===== config.mk =====
export PLATFORM = sky130hd
export DESIGN_NAME = maclaurin_pipe_ctrl
export DESIGN_NICKNAME = d
export VERILOG_FILES = /design/src/rtl/maclaurin_pkg.sv /design/src/rtl/maclaurin_stage_track.sv /design/src/rtl/maclaurin_pipe_ctrl.sv
export SDC_FILE = /design/constraint.sdc
export NUM_CORES = 1
export LEC_CHECK = 0
export BUFFER_PORTS_ARGS = -buffer_cell sky130_fd_sc_hd__buf_4
export CAP_MARGIN = 25
export CELL_PAD_IN_SITES_DETAIL_PLACEMENT = 1
export CELL_PAD_IN_SITES_GLOBAL_PLACEMENT = 2
export CORE_UTILIZATION = 24
export DETAILED_ROUTE_END_ITERATION = 7
export GPL_TIMING_DRIVEN = 1
export PLACE_DENSITY_LB_ADDON = 0.1
export SLEW_MARGIN = 20
export SYNTH_ARGS = -nofsm -noshare
export SYNTH_HDL_FRONTEND = slang
export SYNTH_SLANG_ARGS = --single-unit

===== constraint.sdc =====
create_clock -name clk -period 1.35 [get_ports clk]
set_input_delay 0.0675 -clock clk [delete_from_list [all_inputs] [get_ports clk]]
set_output_delay 0.0675 -clock clk [all_outputs]
set_load 0.05 [all_outputs]

===== src/rtl/maclaurin_pkg.sv =====
// Shared definitions for the Maclaurin series pipe controller.
//
// Contents:
//   STAGES_DEF / PASSES_DEF : default pipe depth and traversals per operand
//   tag_width()             : width of a pass tag for a given pass count (minimum 1)
//   TAG_W_DEF               : tag width for the default configuration
//   pass_tag_t              : pass tag type for the default configuration
package maclaurin_pkg;

   localparam int unsigned STAGES_DEF = 4;
   localparam int unsigned PASSES_DEF = 2;

   // A single pass still needs one tag bit so the tag vectors never collapse to zero width.
   function automatic int unsigned tag_width(input int unsigned passes);
      return (passes > 1) ? $clog2(passes) : 1;
   endfunction

   localparam int unsigned TAG_W_DEF = tag_width(PASSES_DEF);

   typedef logic [TAG_W_DEF-1:0] pass_tag_t;

endpackage


===== src/rtl/maclaurin_stage_track.sv =====
// Occupancy and pass-tag tracker for the series pipe stages.
//
// Each stage owns a valid bit and a pass tag. Together they form a shift register.
// On load_i every stage takes the contents of its predecessor, and stage 0 takes valid_i/tag_i.
// flush_i clears every valid bit and takes priority over load_i.
//
// Ports:
//   clk        : clock, rising edge
//   rst        : synchronous active-high reset, clears valid bits and tags
//   flush_i    : clear all valid bits on the next edge
//   load_i     : advance the shift register by one stage
//   valid_i    : valid bit entering stage 0
//   tag_i      : pass tag entering stage 0
//   valid_o    : occupancy bit per stage
//   tag_last_o : pass tag held by the final stage
module maclaurin_stage_track
   import maclaurin_pkg::*;
#(
   parameter int unsigned STAGES = STAGES_DEF,
   parameter int unsigned TW     = TAG_W_DEF
) (
   input  logic              clk,
   input  logic              rst,
   input  logic              flush_i,
   input  logic              load_i,
   input  logic              valid_i,
   input  logic [TW-1:0]     tag_i,
   output logic [STAGES-1:0] valid_o,
   output logic [TW-1:0]     tag_last_o
);

   logic [STAGES-1:0] valid_q, valid_d;
   logic [TW-1:0]     tag_q [STAGES];
   logic [TW-1:0]     tag_d [STAGES];

   always_comb begin
      valid_d = valid_q;
      tag_d   = tag_q;
      if (flush_i) begin
         // Tags may keep stale values; a tag only has meaning next to a set valid bit.
         valid_d = '0;
      end else if (load_i) begin
         valid_d[0] = valid_i;
         tag_d[0]   = tag_i;
         for (int i = 1; i < int'(STAGES); i++) begin
            valid_d[i] = valid_q[i-1];
            tag_d[i]   = tag_q[i-1];
         end
      end
   end

   always_ff @(posedge clk) begin
      if (rst) begin
         valid_q <= '0;
         for (int i = 0; i < int'(STAGES); i++) begin
            tag_q[i] <= '0;
         end
      end else begin
         valid_q <= valid_d;
         for (int i = 0; i < int'(STAGES); i++) begin
            tag_q[i] <= tag_d[i];
         end
      end
   end

   assign valid_o    = valid_q;
   assign tag_last_o = tag_q[STAGES-1];

endmodule


===== src/rtl/maclaurin_pipe_ctrl.sv =====
// Issue, recirculation and handoff control for a Maclaurin series evaluation pipe.
//
// Each operand passes through the STAGES-deep pipe PASSES times. An item that leaves the final
// stage with passes still to go is fed back into stage 0. That feedback takes priority over a new
// operand. When the final pass completes, the result is held until the consumer accepts it. The
// whole pipe freezes while a completed result is held.
//
// Build option:
//   MACLAURIN_CTRL_PERF_EN : adds 16-bit saturating counters perf_results (handoffs) and
//                            perf_stalls (stall cycles). The counters are cleared by rst only.
//
// Ports:
//   clk, rst      : clock, synchronous active-high reset
//   flush         : drop all in-flight operands (priority over stall and accept)
//   in_valid      : new operand offered
//   in_ready      : operand accepted when in_valid & in_ready
//   out_ready     : consumer accepts the result
//   last_ov       : overflow flag from the final stage registers
//   stage_load    : common load enable for all stage register sets
//   recirc_sel    : stage-0 mux select, 1 = final-stage feedback
//   base_addr     : starting LUT address for the item entering stage 0
//   stage_valid   : occupancy per stage
//   out_valid     : final stage holds a completed result
//   out_ov        : overflow qualifier, valid with out_valid
//   perf_results  : (perf build) number of results handed off
//   perf_stalls   : (perf build) number of stall cycles
module maclaurin_pipe_ctrl
   import maclaurin_pkg::*;
#(
   parameter int unsigned STAGES = STAGES_DEF,
   parameter int unsigned PASSES = PASSES_DEF
) (
   input  logic              clk,
   input  logic              rst,
   input  logic              flush,
   input  logic              in_valid,
   output logic              in_ready,
   input  logic              out_ready,
   input  logic              last_ov,
   output logic              stage_load,
   output logic              recirc_sel,
   output logic [2:0]        base_addr,
   output logic [STAGES-1:0] stage_valid,
   output logic              out_valid,
   output logic              out_ov
`ifdef MACLAURIN_CTRL_PERF_EN
   ,
   output logic [15:0]       perf_results,
   output logic [15:0]       perf_stalls
`endif
);

   localparam int unsigned TW = tag_width(PASSES);
   localparam logic [TW-1:0] LastTag = TW'(PASSES - 1);

   logic [TW-1:0] tag_last;
   logic [TW-1:0] tag_next;
   logic [TW-1:0] s0_tag;
   logic          s0_valid;
   logic          done;
   logic          stall;
   logic          recirc;
   logic          accept;

   always_comb begin
      done     = stage_valid[STAGES-1] & (tag_last == LastTag);
      stall    = done & ~out_ready;
      recirc   = stage_valid[STAGES-1] & ~done;
      tag_next = tag_last + TW'(1);

      stage_load = ~stall;
      // Feedback owns the stage-0 slot, so a recirculating cycle is never an issue slot.
      in_ready   = stage_load & ~recirc & ~flush;
      accept     = in_valid & in_ready;

      s0_valid = recirc | accept;
      s0_tag   = recirc ? tag_next : '0;

      recirc_sel = recirc;
      // Each pass walks a fresh block of STAGES LUT entries.
      base_addr  = recirc ? 3'(int'(tag_next) * int'(STAGES)) : 3'd0;
      out_valid  = done;
      out_ov     = last_ov & done;
   end

   maclaurin_stage_track #(
      .STAGES (STAGES),
      .TW     (TW)
   ) u_stage_track (
      .clk        (clk),
      .rst        (rst),
      .flush_i    (flush),
      .load_i     (stage_load),
      .valid_i    (s0_valid),
      .tag_i      (s0_tag),
      .valid_o    (stage_valid),
      .tag_last_o (tag_last)
   );

`ifdef MACLAURIN_CTRL_PERF_EN
   logic [15:0] perf_results_q;
   logic [15:0] perf_stalls_q;

   always_ff @(posedge clk) begin
      if (rst) begin
         perf_results_q <= '0;
         perf_stalls_q  <= '0;
      end else begin
         if (done && out_ready && (perf_results_q != 16'hFFFF)) begin
            perf_results_q <= perf_results_q + 16'd1;
         end
         if (stall && (perf_stalls_q != 16'hFFFF)) begin
            perf_stalls_q <= perf_stalls_q + 16'd1;
         end
      end
   end

   assign perf_results = perf_results_q;
   assign perf_stalls  = perf_stalls_q;
`else
   // Performance counters are not built.
`endif

endmodule


==> flow_summary.json <==
{
  "grt_pass1_vias": 327,
  "yosys.cell_types.count": 20,
  "cts_buffer_depth": 2,
  "clkTransAtPathRegs_ns": 0.05,
  "synth.cell_area_um2": 408,
  "fp.dieW_um": 43.2,
  "dp_cells": 68,
  "drt_iter0_drc": 3,
  "fin_skew_ns": 0.00171,
  "setup_viol": 0,
  "crit_path_start": "u_stage_track.valid_o[3]$_SDFFE_PP0N_",
  "antenna_found_initial": 0,
  "rsz0062_at_grt": "no",
  "track_usage_pct": 9.97,
  "synth_edf_count": 0,
  "dp_hpwl_um": 710,
  "cts_buffers": 3,
  "die-area_um2": 1870,
  "worst_slack_ns": 0.0705,
  "cts_tree": "done",
  "ys_async_sr_fraction_pct": 0,
  "htreeDepth": 1,
  "root_buffer": "clkbuf_4",
  "crit_path_end": "in_ready",
  "core_um2": 1540,
  "yosys_warnings": 0,
  "grt_max_degree": 10,
  "wl_um": 861,
  "synth_top_area_cell": "dfxtp_1",
  "vias": 326,
  "grt_pass1_wl_um": 1360,
  "critPathRequiredTime_ns": 1.28,
  "first_pass_iters": 2,
  "path_max_fanout": 6,
  "ioPinCount": 18,
  "arrival_ns": 1.21,
  "num_rows": 14,
  "worstSetupPathType": "reg2out",
  "whs_path_depth": 2,
  "r2r-end": "u_stage_track.tag_q[3]$_SDFFE_PP0P_",
  "start_util_pct": 26.5,
  "drc": 0,
  "gp_congestion": 0.710,
  "ant_nets": 0,
  "instances_no_fill": 71,
  "clk_latency_ns": 0.24,
  "ys.flop_type": "dfxtp_1",
  "netlist_instances": 41,
  "internal_power_w": 0.000367,
  "io_buffers": 15,
  "hold_path.class": "in2reg",
  "drive_gt1_share_pct": 52.7,
  "ff2ff_path_depth": 3,
  "fin_total_pwr_w": 0.000490,
  "ctsHoldBuffers": 0,
  "end_kind": "output pin",
  "seq_power_share_pct": 49.5,
  "cellLeakagePower_nw": 0.243,
  "switching_share_pct": 25.0,
  "ir_worst_vdd_mv": 0.369,
  "syn_avg_cell_area_um2": 9.95,
  "ys_top_cells_by_count": "8 x dfxtp_1, 5 x nor3_1, 4 x mux2i_1",
  "drv_slew": 0,
  "syn2layout_area_growth_pct": 33.7,
  "synth_area_leaders": "dfxtp_1 39%, mux2i_1 9.8%, nor3_1 6.1%",
  "regToRegSetupSlack_ns": 0.23,
  "clkSinkCount": 8,
  "nFillCells": 195,
  "yosysMostFrequentCell": "dfxtp_1",
  "timing.setup.tns_ns": 0,
  "crit-reg2reg-launch": "u_stage_track.tag_last_o$_SDFFE_PP0P_",
  "ys_seq_elements": 8,
  "fp.dieH_um": 43.2,
  "nNetsFinal": 63,
  "start_kind": "flip-flop",
  "dpl_worst_slack_ns": 0.127,
  "p_sw_w": 0.000122,
  "outcome": "completed",
  "hold_viol": 0,
  "drv_cap": 0,
  "drt-vias-per-instance": 4.59,
  "fmax_mhz": 782,
  "ys_seq_area_share_pct": 39.3,
  "wire_per_inst_um": 12.1,
  "p_clk_share_pct": 35.8,
  "finalCritPeriodShare_pct": 94.8,
  "combinationalPowerShare_pct": 14.7,
  "p_per_area_nw_per_um2": 897,
  "antennaDiodeCount": 0,
  "fin_crit_ns": 1.28,
  "overflow": 0,
  "synth_top_area_share_pct": 39.3
}
## sequential cells by signal (all words and copies together) (netlist names)
| name | count |
|---|---|
| u_stage_track.tag_last_o | 1 |
| u_stage_track.tag_q | 3 |
| u_stage_track.valid_o | 4 |
## worst min-delay path by stage
stage	end	start	slack, ns
after global placement	u_stage_track.tag_last_o$_SDFFE_PP0P_	rst	0.31
after global routing	u_stage_track.tag_last_o$_SDFFE_PP0P_	rst	0.05
after CTS	u_stage_track.tag_last_o$_SDFFE_PP0P_	rst	0.05
after detailed placement	u_stage_track.tag_last_o$_SDFFE_PP0P_	rst	0.31
after floorplan	u_stage_track.valid_o[0]$_SDFFE_PP0N_	in_valid	0.26
final	u_stage_track.tag_last_o$_SDFFE_PP0P_	rst	0.05
## power groups by stage
stage / registers [W] / logic [W] / clock network, W
floorplan: 0.000255 / 0.0000502 / 0
global placement: 0.000247 / 0.0000723 / 0
detailed placement: 0.000247 / 0.0000732 / 0
CTS: 0.000242 / 0.0000733 / 0.000186
global route: 0.000242 / 0.0000765 / 0.000200
finish: 0.000242 / 0.0000721 / 0.000175
## routing by layer
layer  routed length (um)  GRT usage, %  share of wire (%)
met1                  381          11.1                 44
met2                  417          17.6                 48
met3                   62          2.98                7.2
met4                    0          3.64                  0
met5                    0             0                  0
## critical path, cell delays in order (launching register included)
cell,delay [ns]
dfxtp_2,0.33
and3b_2,0.30
nor3_4,0.12
buf_4,0.21
## final cells by class
| class | count | area [um2] | share of cell area [%] |
|---|---|---|---|
| well taps | 16 | 20.0 | 3.67 |
| repair buffers | 16 | 120 | 22.0 |
| inverters | 2 | 10.0 | 1.83 |
| clock buffers | 3 | 22.5 | 4.13 |
| flip-flops and latches | 8 | 161 | 29.6 |
| multi-input cells | 26 | 211 | 38.8 |
## stage by stage
step           hold slack (ns)  instance area (um2)  util (%)
6_report                0.0548                  546      35.4
5_1_grt                 0.0465                  546      35.4
4_1_cts                 0.0474                  546      35.4
3_5_place_dp             0.313                  522      33.8
3_3_place_gp             0.313                  522      33.8
2_1_floorplan            0.263                  432         -
## what timing repair did
action / 4_1_cts / 5_1_grt
setup buffers: 0 / 0
endpoints found under the setup margin: 2 / 0
gates resized for setup: 1 / 0
## layout by cell type (no fill, tap or decap)
cell type and count:
nor3_1 4, mux2i_1 4, nor2b_4 1, nor4_2 1, and3b_2 1, dfxtp_2 1, nor2_1 3, a221oi_2 1
nor3_4 1, clkbuf_4 3, inv_1 1, buf_4 16, and2_1 1, nand2b_1 3, or4b_4 1, nor2_4 1
inv_4 1, and3_1 1, o21ai_2 1, dfxtp_1 7, conb_1 2
## cell families after synthesis
| family | count (synthesis) | share of synthesized area, % |
|---|---|---|
| buffers and inverters | 8 | 14.7 |
| AND/OR/NAND/NOR | 18 | 29.4 |
| other | 1 | 0.919 |
| AO/OA/AOI/OAI | 2 | 5.83 |
| multiplexers | 4 | 9.82 |
| flip-flops | 8 | 39.3 |
(Power assumes the default switching activity.)
